[src/rtl/instr_fetch_32.sv]
// Instruction fetch stage: credit-limited in-order word reads, small instruction FIFO, redirect flush.
// Optional IFU_PERF_EN adds saturating stall/redirect performance counters.
module instr_fetch_32 #(
    parameter logic [31:0] RESET_PC  = 32'h0000_0000,
    parameter int unsigned BUF_DEPTH = 4
) (
    input  logic        i_clk,
    input  logic        i_rst_n,
    output logic        o_imem_req,
    output logic [31:0] o_imem_addr,
    input  logic        i_imem_valid,
    input  logic [31:0] i_imem_data,
    input  logic        i_redirect,
    input  logic [31:0] i_redirect_pc,
    input  logic        i_stall,
    output logic [31:0] o_instruction,
    output logic [31:0] o_pc,
    output logic        o_nop
`ifdef IFU_PERF_EN
    ,
    output logic [31:0] o_perf_stall_cnt,
    output logic [31:0] o_perf_redirect_cnt
`endif
);

    localparam int unsigned CW = $clog2(BUF_DEPTH + 1);
    localparam int unsigned OW = CW + 1;
    localparam int unsigned PW = $clog2(BUF_DEPTH);

    typedef enum logic [1:0] {
        IDLE  = 2'd0,
        RUN   = 2'd1,
        DRAIN = 2'd2
    } state_e;

    state_e          state_q, state_d;
    logic [31:0]     pc_q, pc_d;
    logic [31:0]     fill_pc_q, fill_pc_d;
    logic [CW-1:0]   inflight_q, inflight_d;
    logic [CW-1:0]   discard_q, discard_d;
    logic [CW-1:0]   count_q, count_d;
    logic [PW-1:0]   rd_ptr_q, rd_ptr_d;
    logic [PW-1:0]   wr_ptr_q, wr_ptr_d;
    logic [OW-1:0]   occupancy;
    logic            push;
    logic            pop;

    logic [31:0]     data_mem [BUF_DEPTH];
    logic [31:0]     addr_mem [BUF_DEPTH];

    always_comb begin
        // NOTE: every signal gets a default before any branch so no path leaves it unassigned (no latch).
        state_d    = state_q;
        pc_d       = pc_q;
        fill_pc_d  = fill_pc_q;
        inflight_d = inflight_q;
        discard_d  = discard_q;
        count_d    = count_q;
        rd_ptr_d   = rd_ptr_q;
        wr_ptr_d   = wr_ptr_q;
        push       = 1'b0;
        pop        = 1'b0;

        // Credit covers both buffered words and reads still owed by memory, so the FIFO never overflows.
        occupancy  = OW'(inflight_q) + OW'(count_q);
        o_imem_req = (state_q != IDLE) && !i_redirect && (occupancy < OW'(BUF_DEPTH));

        if (i_redirect) begin
            pc_d       = i_redirect_pc & 32'hFFFF_FFFC;
            fill_pc_d  = i_redirect_pc & 32'hFFFF_FFFC;
            count_d    = '0;
            rd_ptr_d   = '0;
            wr_ptr_d   = '0;
            // A response landing in the redirect cycle is dropped here, so it is not counted again.
            inflight_d = inflight_q - CW'(i_imem_valid);
            discard_d  = inflight_d;
            state_d    = (discard_d != '0) ? DRAIN : RUN;
        end else begin
            push = i_imem_valid && (discard_q == '0);
            pop  = (count_q != '0) && !i_stall;
            if (i_imem_valid && (discard_q != '0)) begin
                discard_d = discard_q - CW'(1);
            end
            if (push) begin
                wr_ptr_d  = wr_ptr_q + PW'(1);
                fill_pc_d = fill_pc_q + 32'd4;
            end
            if (pop) begin
                rd_ptr_d = rd_ptr_q + PW'(1);
            end
            count_d    = count_q + CW'(push) - CW'(pop);
            inflight_d = inflight_q + CW'(o_imem_req) - CW'(i_imem_valid);
            if (o_imem_req) begin
                pc_d = pc_q + 32'd4;
            end
            case (state_q)
                IDLE:    state_d = RUN;
                DRAIN:   if (discard_d == '0) state_d = RUN;
                default: state_d = state_q;
            endcase
        end
    end

    always_ff @(posedge i_clk or negedge i_rst_n) begin
        if (!i_rst_n) begin
            state_q    <= IDLE;
            pc_q       <= RESET_PC;
            fill_pc_q  <= RESET_PC;
            inflight_q <= '0;
            discard_q  <= '0;
            count_q    <= '0;
            rd_ptr_q   <= '0;
            wr_ptr_q   <= '0;
        end else begin
            state_q    <= state_d;
            pc_q       <= pc_d;
            fill_pc_q  <= fill_pc_d;
            inflight_q <= inflight_d;
            discard_q  <= discard_d;
            count_q    <= count_d;
            rd_ptr_q   <= rd_ptr_d;
            wr_ptr_q   <= wr_ptr_d;
        end
    end

    // NOTE: FIFO storage has no reset; o_nop masks stale contents because count_q does reset.
    always_ff @(posedge i_clk) begin
        if (push) begin
            data_mem[wr_ptr_q] <= i_imem_data;
            addr_mem[wr_ptr_q] <= fill_pc_q;
        end
    end

    assign o_imem_addr   = pc_q;
    assign o_nop         = (count_q == '0);
    assign o_instruction = o_nop ? 32'h0 : data_mem[rd_ptr_q];
    assign o_pc          = o_nop ? 32'h0 : addr_mem[rd_ptr_q];

`ifdef IFU_PERF_EN
    logic [31:0] perf_stall_q, perf_stall_d;
    logic [31:0] perf_redir_q, perf_redir_d;

    always_comb begin
        perf_stall_d = perf_stall_q;
        perf_redir_d = perf_redir_q;
        if ((state_q != IDLE) && (o_nop || i_stall) && (perf_stall_q != 32'hFFFF_FFFF)) begin
            perf_stall_d = perf_stall_q + 32'd1;
        end
        if (i_redirect && (perf_redir_q != 32'hFFFF_FFFF)) begin
            perf_redir_d = perf_redir_q + 32'd1;
        end
    end

    always_ff @(posedge i_clk or negedge i_rst_n) begin
        if (!i_rst_n) begin
            perf_stall_q <= '0;
            perf_redir_q <= '0;
        end else begin
            perf_stall_q <= perf_stall_d;
            perf_redir_q <= perf_redir_d;
        end
    end

    assign o_perf_stall_cnt    = perf_stall_q;
    assign o_perf_redirect_cnt = perf_redir_q;
`endif

endmodule

[config.mk]
export PLATFORM = sky130hd
export DESIGN_NAME = instr_fetch_32
export DESIGN_NICKNAME = d
export VERILOG_FILES = /design/src/rtl/instr_fetch_32.sv
export SDC_FILE = /design/constraint.sdc
export NUM_CORES = 1
export LEC_CHECK = 0
export CAP_MARGIN = 20
export CORE_MARGIN = 5
export CORE_UTILIZATION = 56
export CTS_CLUSTER_SIZE = 28
export DETAILED_ROUTE_END_ITERATION = 10
export PLACE_DENSITY = 0.78
export SLEW_MARGIN = 10
export SYNTH_ARGS = -nofsm -noshare
export SYNTH_HDL_FRONTEND = slang
export SYNTH_SLANG_ARGS = --single-unit
[constraint.sdc]
create_clock -name i_clk -period 3.35 [get_ports i_clk]
set_input_delay 0.335 -clock i_clk [delete_from_list [all_inputs] [get_ports i_clk]]
set_output_delay 0.335 -clock i_clk [all_outputs]
set_load 0.02 [all_outputs]
**Word-level counts from Yosys, hierarchy flattened**

Memories as Yosys holds them, arrays and structs flattened.
Index checks and enable logic that the tools add are counted.
W data, S select, Z words.

- Register bits after elaboration: 79
- Memory bits (writable): 256
- Input port bits: 69
- Memories: 2

- Add/sub/neg operators: 11
- Order comparisons: 1
- Equal/unequal tests: 2
- Muxes and demuxes: 22
- Reduce and logical (&&, ||, !) cells: 20

Memory list:

| memory | depth | width | rd ports | clocked after memory_dff | wr ports | RTL line | RTL |
|---|---|---|---|---|---|---|---|
| addr_mem | 4 | 32 | 1 | 0 | 1 | 49 | `logic [31:0] addr_mem [BUF_DEPTH];` |
| data_mem | 4 | 32 | 1 | 0 | 1 | 48 | `logic [31:0] data_mem [BUF_DEPTH];` |

Operators by type and width:

| kind | number |
|---|---|
| $mux W32 | 6 |
| $add A32 B3 Y32 const B | 2 |
| $mux W3 | 5 |
| $mux W2 | 7 |
| $reduce_bool A3 Y1 | 4 |
| $logic_not A3 Y1 | 3 |
| $sub A3 B1 Y3 | 3 |
| $reduce_bool A2 Y1 | 4 |
| $add A3 B1 Y3 | 2 |
| $logic_and A1 B1 Y1 | 5 |
| $add A2 B1 Y2 const B | 2 |
| $add A3 B3 Y4 | 1 |
| $lt A4 B3 Y1 const B | 1 |
| $pmux W2 S2 | 1 |
| $mux W1 | 3 |
| $ne A3 B3 Y1 const B | 1 |
| $sub A3 B1 Y3 const B | 1 |
| $eq A2 B2 Y1 const B | 1 |
| $logic_not A1 Y1 | 2 |
| $logic_not A2 Y1 | 1 |
| $reduce_and A2 Y1 | 1 |

**Longest topological paths before layout**

Gate-level depths: netlist of the first run.

- Depth after elaboration: 8
- Mapped depth: 11
- Gate-level depth less buffers: 11

**Worst setup path before layout of the first run**

OpenSTA, ideal clock, no wires.

- Kind: register to register
- Start: register discard_q[0]
- End: memory addr_mem[0][10], enable pin
- Setup time: 0.427 ns
- Arrival: 2.649 ns
- Data required time: 2.923 ns
- Slack: 0.274 ns
- Stages on the path, launching flop included: 6
- Buffers on the path: 1
- Clock period less this slack: 3.076 ns
- Path through: dfrtp_1 inv_1 ha_1 and3b_1 clkbuf_1 and3_1

- Longest elaborated chain between the ends: 5

Ends and longest elaborated chain:

| item | RTL line | RTL |
|---|---|---|
| from (decl) | 40 | `logic [CW-1:0] discard_q, discard_d;` |
| from (signal assigned) | 119 | `discard_q <= discard_d;` |
| $logic_not A3 Y1 | 79 | `push = i_imem_valid && (discard_q == '0);` |
| $logic_and A1 B1 Y1 | 79 |  |
| $mux W1 | 68 | `if (i_redirect) begin` |
| $mux W1 | 128 | `if (push) begin` |
| $mux W1 (implied by the code) | 130 | `addr_mem[wr_ptr_q] <= fill_pc_q;` |
| to (decl) | 49 |  |

No other way between the ends.

**Final worst setup path of the first run**

- Start: register rd_ptr_q[0]
- End: output o_instruction[28]

- Longest elaborated chain between the ends: 2

Ends and longest elaborated chain:

| item | RTL line | RTL |
|---|---|---|
| from (decl) | 42 | `logic [PW-1:0] rd_ptr_q, rd_ptr_d;` |
| from (signal assigned) | 121 | `rd_ptr_q <= rd_ptr_d;` |
| $mem_v2 Z4 W32 | - |  |
| $mux W32 | 136 | `assign o_instruction = o_nop ? 32'h0 : data_mem[rd_ptr_q];` |
| to (decl) | 16 | `output logic [31:0] o_instruction,` |

No other way between the ends.

==> results.py, run 1 <==
metrics = {
    "cts": {
        "cts_max_level": 1,
        "clkTransAtPathRegs_ns": 0.06,
        "cts-buffers-inserted": 31,
        "cts_num_sinks": 323,
        "cts-root-buf": "clkbuf_16",
        "postCtsSetupRepairBufs": 0,
        "clk_latency_ns": 0.54,
        "cts_resized": 0,
        "tritoncts": "built",
        "clk_path_buf_depth": 3,
    },
    "power": {
        "p_seq_share_pct": 41.2,
        "p_sw_share_pct": 28.8,
        "p_int_mw": 8.47,
        "peakVddDrop_uv": 346,
        "power.leakage_nw": 5.76,
        "clkPwrFrac_pct": 28.8,
        "powerDensity_nw_per_um2": 703,
        "power_frac_comb_pct": 30.1,
        "p_sw_mw": 3.43,
        "finalPower_mw": 11.9,
    },
    "yosys": {
        "synthTopCellsByArea": "edfxtp_1 (54%), dfrtp_1 (14%), mux4_2 (10%)",
        "yosysUniqueCellTypes": 53,
        "yosysTopAreaCell": "edfxtp_1",
        "syn_area_per_cell_sq_um": 16.5,
        "ys_seq_elements": 323,
        "synth-compound-area-share_pct": 2.14,
        "yosysWarningCount": 0,
        "yosysMostFrequentCell": "edfxtp_1",
        "async_flop_share_pct": 23.2,
        "synth_edf_count": 248,
        "synth_common_cells": "edfxtp_1 (248), dfrtp_1 (75), nor2b_1 (65), mux4_2 (62), xnor2_1 (42)",
        "synth_adder_area_share_pct": 1.74,
        "syn-cell-area_sq_um": 13800,
        "synth_xor_xnor_area_share_pct": 4.12,
        "synth_top_family_by_area": "multiplexers",
        "ys.flop_type": "edfxtp_1",
        "synthSimpleGateAreaFrac_pct": 9.64,
        "synth_mux_area_share_pct": 12.9,
        "synth_top_area_share_pct": 53.9,
        "synthCells": 840,
        "synth_sequential_area_ratio_pct": 67.4,
    },
    "sta": {
        "setup_ws_ns": 0.233,
        "setup_viol": 0,
        "fmax_ghz": 0.321,
        "setup_tns_ns": 0,
        "max_slew_margin_pct": 47.0,
        "post-route-min-period_ns": 3.12,
        "fin_crit_sh_pct": 93.0,
        "hold_viol_final": 0,
        "tightest_slew_ns": 0.795,
        "rsz0062_at_grt": "false",
        "slew_viol_final": 0,
        "final.setup_skew_ns": 0.0141,
    },
    "worst_setup_path": {
        "crit_family": "buffers and inverters",
        "end_kind": "primary output",
        "critPathKind": "flip-flop to primary output",
        "cp_slowest_cell": "dfrtp_4",
        "worst-r2r-setup-slack_ns": 0.75,
        "cp_num_buf_inv": 2,
        "cp.arrival_ns": 2.78,
        "critPathLaunchType": "flip-flop",
        "cp_slowest_stage_delay_ns": 0.69,
        "path_cells": "buf_12 > mux4_2 > nor2b_1 > clkdlybuf4s50_1",
        "required_ns": 3.01,
        "path_max_fanout": 26,
    },
    "drt": {
        "vias_per_cell": 5.65,
        "dr_wl_met2_mm": 13.7,
        "vias": 7689,
        "wl_met3_mm": 1.79,
        "drc": 0,
        "routed_wl_mm": 27.9,
        "wl_met1_mm": 12.0,
        "ant_nets": 0,
        "wl_per_cell_um": 20.5,
        "first_iter_violations": 585,
        "highest_layer": "met4",
        "drt-pass1-iter-count": 7,
    },
    "placed_design": {
        "dpl.hpwl_mm": 18.2,
        "port-buffer-count": 160,
        "gp_congestion": 0.868,
        "placed_cells": 1305,
        "post-place-ws_ns": 0.733,
    },
    "finish": {
        "nNetsFinal": 1102,
        "num_antenna_cells": 0,
        "drive_gt1_share_pct": 17.0,
        "instances_no_fill": 1362,
        "area_growth_pct": 22.4,
        "utilization_pct": 69.6,
    },
    "floorplan": {
        "row_count": 57,
        "coreArea_sq_um": 24300,
        "die_y_um": 167,
        "io_pins": 167,
        "die_w_um": 167,
        "dieArea_sq_um": 27900,
        "initial_utilization_pct": 56.9,
    },
    "grt": {
        "grt_usage_pct": 20.3,
        "grt-ovfl-total": 0,
        "grt_pass1_vias": 8265,
        "grt_max_degree": 66,
        "grt_pass1_wl_mm": 45.5,
        "antenna_found_initial": 0,
    },
    "worst_hold_path": {
        "hold_path.class": "primary input to async pin",
    },
    "run": {
        "maxCapViolations": 0,
    },
    "outcome": {
        "outcome": "finished clean",
    },
}
==> power by group through the flow <==
stage / Clock [mW] / Combinational [mW] / Sequential, mW
3_3_place_gp: 0 / 3.57 / 4.96
2_1_floorplan: 0 / 2.20 / 4.90
5_1_grt: 3.70 / 3.86 / 4.94
6_report: 3.42 / 3.58 / 4.90
4_1_cts: 3.50 / 3.65 / 4.90
3_5_place_dp: 0 / 3.63 / 4.97
==> path summary, 6_finish.rpt <==
check | endpoint | cells after the start | from
worst min register to register | inflight_q[2] | 1 | inflight_q[2]
min in group i_clk | data_mem[3][2] | 1 | i_imem_data[2]
worst max-delay path | o_instruction[28] | 4 | rd_ptr_q[0]
worst max register to register | o_imem_addr[28] | 6 | count_q[1]
max in group asynchronous | fill_pc_q[11] | 3 | i_rst_n
worst min-delay path | o_imem_addr[15] | 2 | i_rst_n
==> worst reg2reg max path, delay by kind of cell (launching register included) <==
family | cells | cell delay (ns)
AND/OR/NAND/NOR | 3 | 1.44
adder cells (fa/ha/maj) | 1 | 0.27
flip-flops | 1 | 0.46
XOR/XNOR | 1 | 0.17
AO/OA/AOI/OAI | 1 | 0.10
==> cells by family (layout without fill, tap and decap cells) <==
logic type                 Yosys count  in the layout
AOI/OAI and AO/OA                   42             42
xor gates and xnor gates            65             65
adders and majority gates           18             18
buffers and inverters               65            260
DFF                                323            323
muxes                               97             97
other                                1              4
and+or+nand+nor                    229            229
==> layout make-up <==
cell class / instances / area, sq um
Tap cell: 324 / 405
Sequential cell: 323 / 9330
Multi-Input combinational cell: 455 / 4250
Inverter: 24 / 90.1
Clock buffer: 41 / 843
Timing Repair Buffer: 180 / 1840
Clock inverter: 15 / 169
Fill cell: 1623 / 7390
==> flip-flops by register name, summed over array words and instances, names as in the netlist <==
signal       flops
addr_mem       120
count_q          3
data_mem       128
discard_q        3
fill_pc_q       30
inflight_q       3
o_imem_addr     30
rd_ptr_q         2
state_q          2
wr_ptr_q         2
==> stage by stage <==
step	hold WS [ns]	instance area, sq um
2_1_floorplan	0.0394	13800
3_3_place_gp	0.463	15900
3_5_place_dp	0.476	15900
4_1_cts	0.410	16900
5_1_grt	0.427	16900
6_report	0.419	16900
==> layout by cell type, fill, tap and decap left out, types with 5 or more instances in the layout <==
master,n
a21boi_0,21
buf_4,13
clkbuf_1,7
and4_1,5
nor3_1,20
nand2_1,31
nand3_1,18
xnor2_1,42
clkbuf_16,31
ha_1,16
inv_1,22
clkinv_1,5
dfrtp_1,73
buf_12,7
nand2b_1,12
nand4_1,13
nor4_1,13
mux4_2,62
mux2_2,29
nor2b_1,65
edfxtp_1,248
clkinv_2,5
a21oi_1,7
nor2_1,20
mux2i_1,5
clkdlybuf4s50_1,159
xor2_1,23
and3_1,5
==> repair_timing <==
action | CTS | global route
endpoints found under the setup margin | 0 | 0
endpoints found under the hold margin | 59 | 0
hold buffers | 1 | 0
==> routing by layer <==
metal  global-route usage (%)  up-vias
met3                     3.75       29
met5                        0        -
met1                     29.1     3875
met4                     3.63        0
met2                     33.5      263
li1                         -     3522
(Power assumes the default switching activity.)
==> inputs of run 2 (changes only) <==
--- a/config.mk
+++ b/config.mk
@@ -12,6 +12,6 @@
 export DETAILED_ROUTE_END_ITERATION = 10
 export PLACE_DENSITY = 0.78
-export SLEW_MARGIN = 10
 export SYNTH_ARGS = -nofsm -noshare
 export SYNTH_HDL_FRONTEND = slang
 export SYNTH_SLANG_ARGS = --single-unit
+export TNS_END_PERCENT = 5
==> constraint.sdc (replaced) <==
create_clock -name i_clk -period 3.35 [get_ports i_clk]
set_input_delay 0.335 -clock i_clk [delete_from_list [all_inputs] [get_ports i_clk]]
set_output_delay 0.335 -clock i_clk [all_outputs]
set_load 0.1 [all_outputs]
==> run 2 against run 1 <==
  * Worst hold slack better by 0.052 ns
  * Final cell count up 0.44%
  * Sequential share of layout area grew 0.28 points
  * Non-clock buffer count rose by 2
  * Count of clock-buffer cells in the layout increased by 1
  * Critical endpoint is now o_pc[9]
  * Critical path depth stayed put
  * Design area fell by 0.51%
  * Core utilization fell by 0.36 points
  * Die area unchanged
==> results.py, run 2 (synthesis results as in run 1) <==
metrics = {
    "cts": {
        "tritoncts": "built",
        "cts-buffers-inserted": 34,
        "cts-root-buf": "clkbuf_16",
        "clk_latency_ns": 0.50,
        "postCtsSetupRepairBufs": 0,
        "clkTransAtPathRegs_ns": 0.06,
        "cts_max_level": 2,
        "cts_num_sinks": 323,
        "clk_path_buf_depth": 3,
    },
    "finish": {
        "reg_top3": "data_mem (128), addr_mem (120)",
        "nNetsFinal": 1107,
        "final_cell_mix": "edfxtp_1 (248), clkdlybuf4s50_1 (95), buf_4 (79)",
        "instances_no_fill": 1368,
        "area_growth_pct": 21.8,
        "largest_reg_flops": 128,
        "num_antenna_cells": 0,
        "drive_gt1_share_pct": 23.6,
        "regMostFlops": "data_mem",
        "utilization_pct": 69.2,
        "final_common_cell": "edfxtp_1",
    },
    "drt": {
        "routed_wl_mm": 28.6,
        "drt-pass1-iter-count": 4,
        "vias_per_cell": 5.73,
        "first_iter_violations": 579,
        "wl_per_cell_um": 20.9,
        "ant_nets": 0,
        "vias": 7836,
        "drc": 0,
    },
    "floorplan": {
        "dieArea_sq_um": 27900,
        "initial_utilization_pct": 56.9,
        "io_pins": 167,
        "die_w_um": 167,
        "die_y_um": 167,
        "coreArea_sq_um": 24300,
        "row_count": 57,
    },
    "grt": {
        "grt_max_degree": 66,
        "grt_pass1_wl_mm": 45.0,
        "grt-ovfl-total": 0,
        "grt_usage_pct": 20.4,
        "grt_pass1_vias": 8045,
        "antenna_found_initial": 0,
    },
    "sta": {
        "rsz0062_at_grt": "false",
        "final.setup_skew_ns": 0.0115,
        "slew_viol_final": 0,
        "fmax_ghz": 0.332,
        "post-route-min-period_ns": 3.01,
        "hold_viol_final": 0,
        "fin_crit_sh_pct": 89.9,
        "setup_tns_ns": 0,
        "setup_viol": 0,
        "max_slew_margin_pct": 32.1,
        "setup_ws_ns": 0.337,
        "tightest_slew_ns": 1.02,
    },
    "worst_setup_path": {
        "required_ns": 3.01,
        "cp_slowest_cell": "dfrtp_4",
        "cp_slowest_stage_delay_ns": 0.87,
        "cp_num_buf_inv": 2,
        "crit_family": "flip-flops",
        "cp.arrival_ns": 2.68,
        "path_max_fanout": 32,
        "critPathKind": "flip-flop to primary output",
        "path_cells": "buf_12 > mux4_2 > nor2b_1 > buf_4",
        "end_kind": "primary output",
        "critPathLaunchType": "flip-flop",
    },
    "placed_design": {
        "placed_cells": 1307,
        "port-buffer-count": 160,
        "post-place-ws_ns": 0.726,
        "gp_congestion": 0.827,
        "dpl.hpwl_mm": 18.2,
    },
    "outcome": {
        "outcome": "finished clean",
    },
    "power": {
        "finalPower_mw": 14.6,
        "p_sw_share_pct": 42.4,
        "power.leakage_nw": 5.90,
        "p_seq_share_pct": 34.0,
        "power_frac_comb_pct": 41.3,
        "p_int_mw": 8.39,
        "powerDensity_nw_per_um2": 865,
        "clkPwrFrac_pct": 24.8,
        "p_sw_mw": 6.17,
        "peakVddDrop_uv": 635,
    },
    "run": {
        "maxCapViolations": 0,
    },
    "worst_hold_path": {
        "hold_path.class": "primary input to flip-flop",
    },
}
[run 2: cell types whose count changed in the layout (fill, tap and decap cells not counted), moves of 2 or more]
cell | previous run | this run
bufinv_16 | 4 | 2
clkbuf_1 | 7 | 5
buf_4 | 13 | 79
clkbuf_16 | 31 | 37
clkinv_1 | 5 | 8
clkdlybuf4s50_1 | 159 | 95
clkbuf_8 | 3 | 0
[run 2: worst paths after layout]
path,start,to,slack [ns],depth (start not counted)
worst min-delay path,i_imem_data[9],data_mem[0][9],0.47,1
worst max-delay path,rd_ptr_q[0],o_pc[9],0.34,4
worst min register to register,inflight_q[2],inflight_q[2],0.52,1
max in group asynchronous,i_rst_n,inflight_q[2],1.98,3
worst max register to register,count_q[1],inflight_q[2],0.87,9
min in group asynchronous,i_rst_n,fill_pc_q[15],0.49,2
[run 2: power groups by stage]
stage	clock network [mW]	logic [mW]	registers, mW
floorplan	0	4.48	5.23
global placement	0	5.98	5.01
detailed placement	0	6.03	5.02
CTS	3.68	6.06	4.95
global route	3.86	6.28	4.99
finish	3.61	6.01	4.94
[run 2: repair_timing]
action	in CTS	in global routing
hold endpoints to repair	36	0
resized for setup	0	0
hold buffers	1	0
setup endpoints to repair	0	0
[run 2: metal layers]
layer / routed length (um) / global-route usage [%]
met1: 12400 / 29.9
met2: 13600 / 32.4
met3: 2230 / 4.05
met4: 439 / 4.55
met5: 0 / 0
[run 2: area by class of cell]
type	count	area (sq um)
timing repair buffer	182	1680
tap	324	405
multi-input combinational	455	4250
fill	1617	7480
clock buffer	42	945
clock inverter	18	139
sequential	323	9330
inverter	24	90.1
[run 2: per-stage QoR]
stage	hold WS [ns]	area, sq um
5_1_grt	0.463	16800
2_1_floorplan	0.0394	13800
3_3_place_gp	0.485	15700
3_5_place_dp	0.498	15700
6_report	0.471	16800
4_1_cts	0.457	16800
[run 2: worst reg2reg max path, delay by kind of cell (launching register included)]
kind                     cells  cell delay, ns
AND/OR/NAND/NOR              3            0.53
adder cells (fa/ha/maj)      3            0.90
AO/OA/AOI/OAI                1            0.20
XOR/XNOR                     2            0.34
flip-flops                   1            0.45
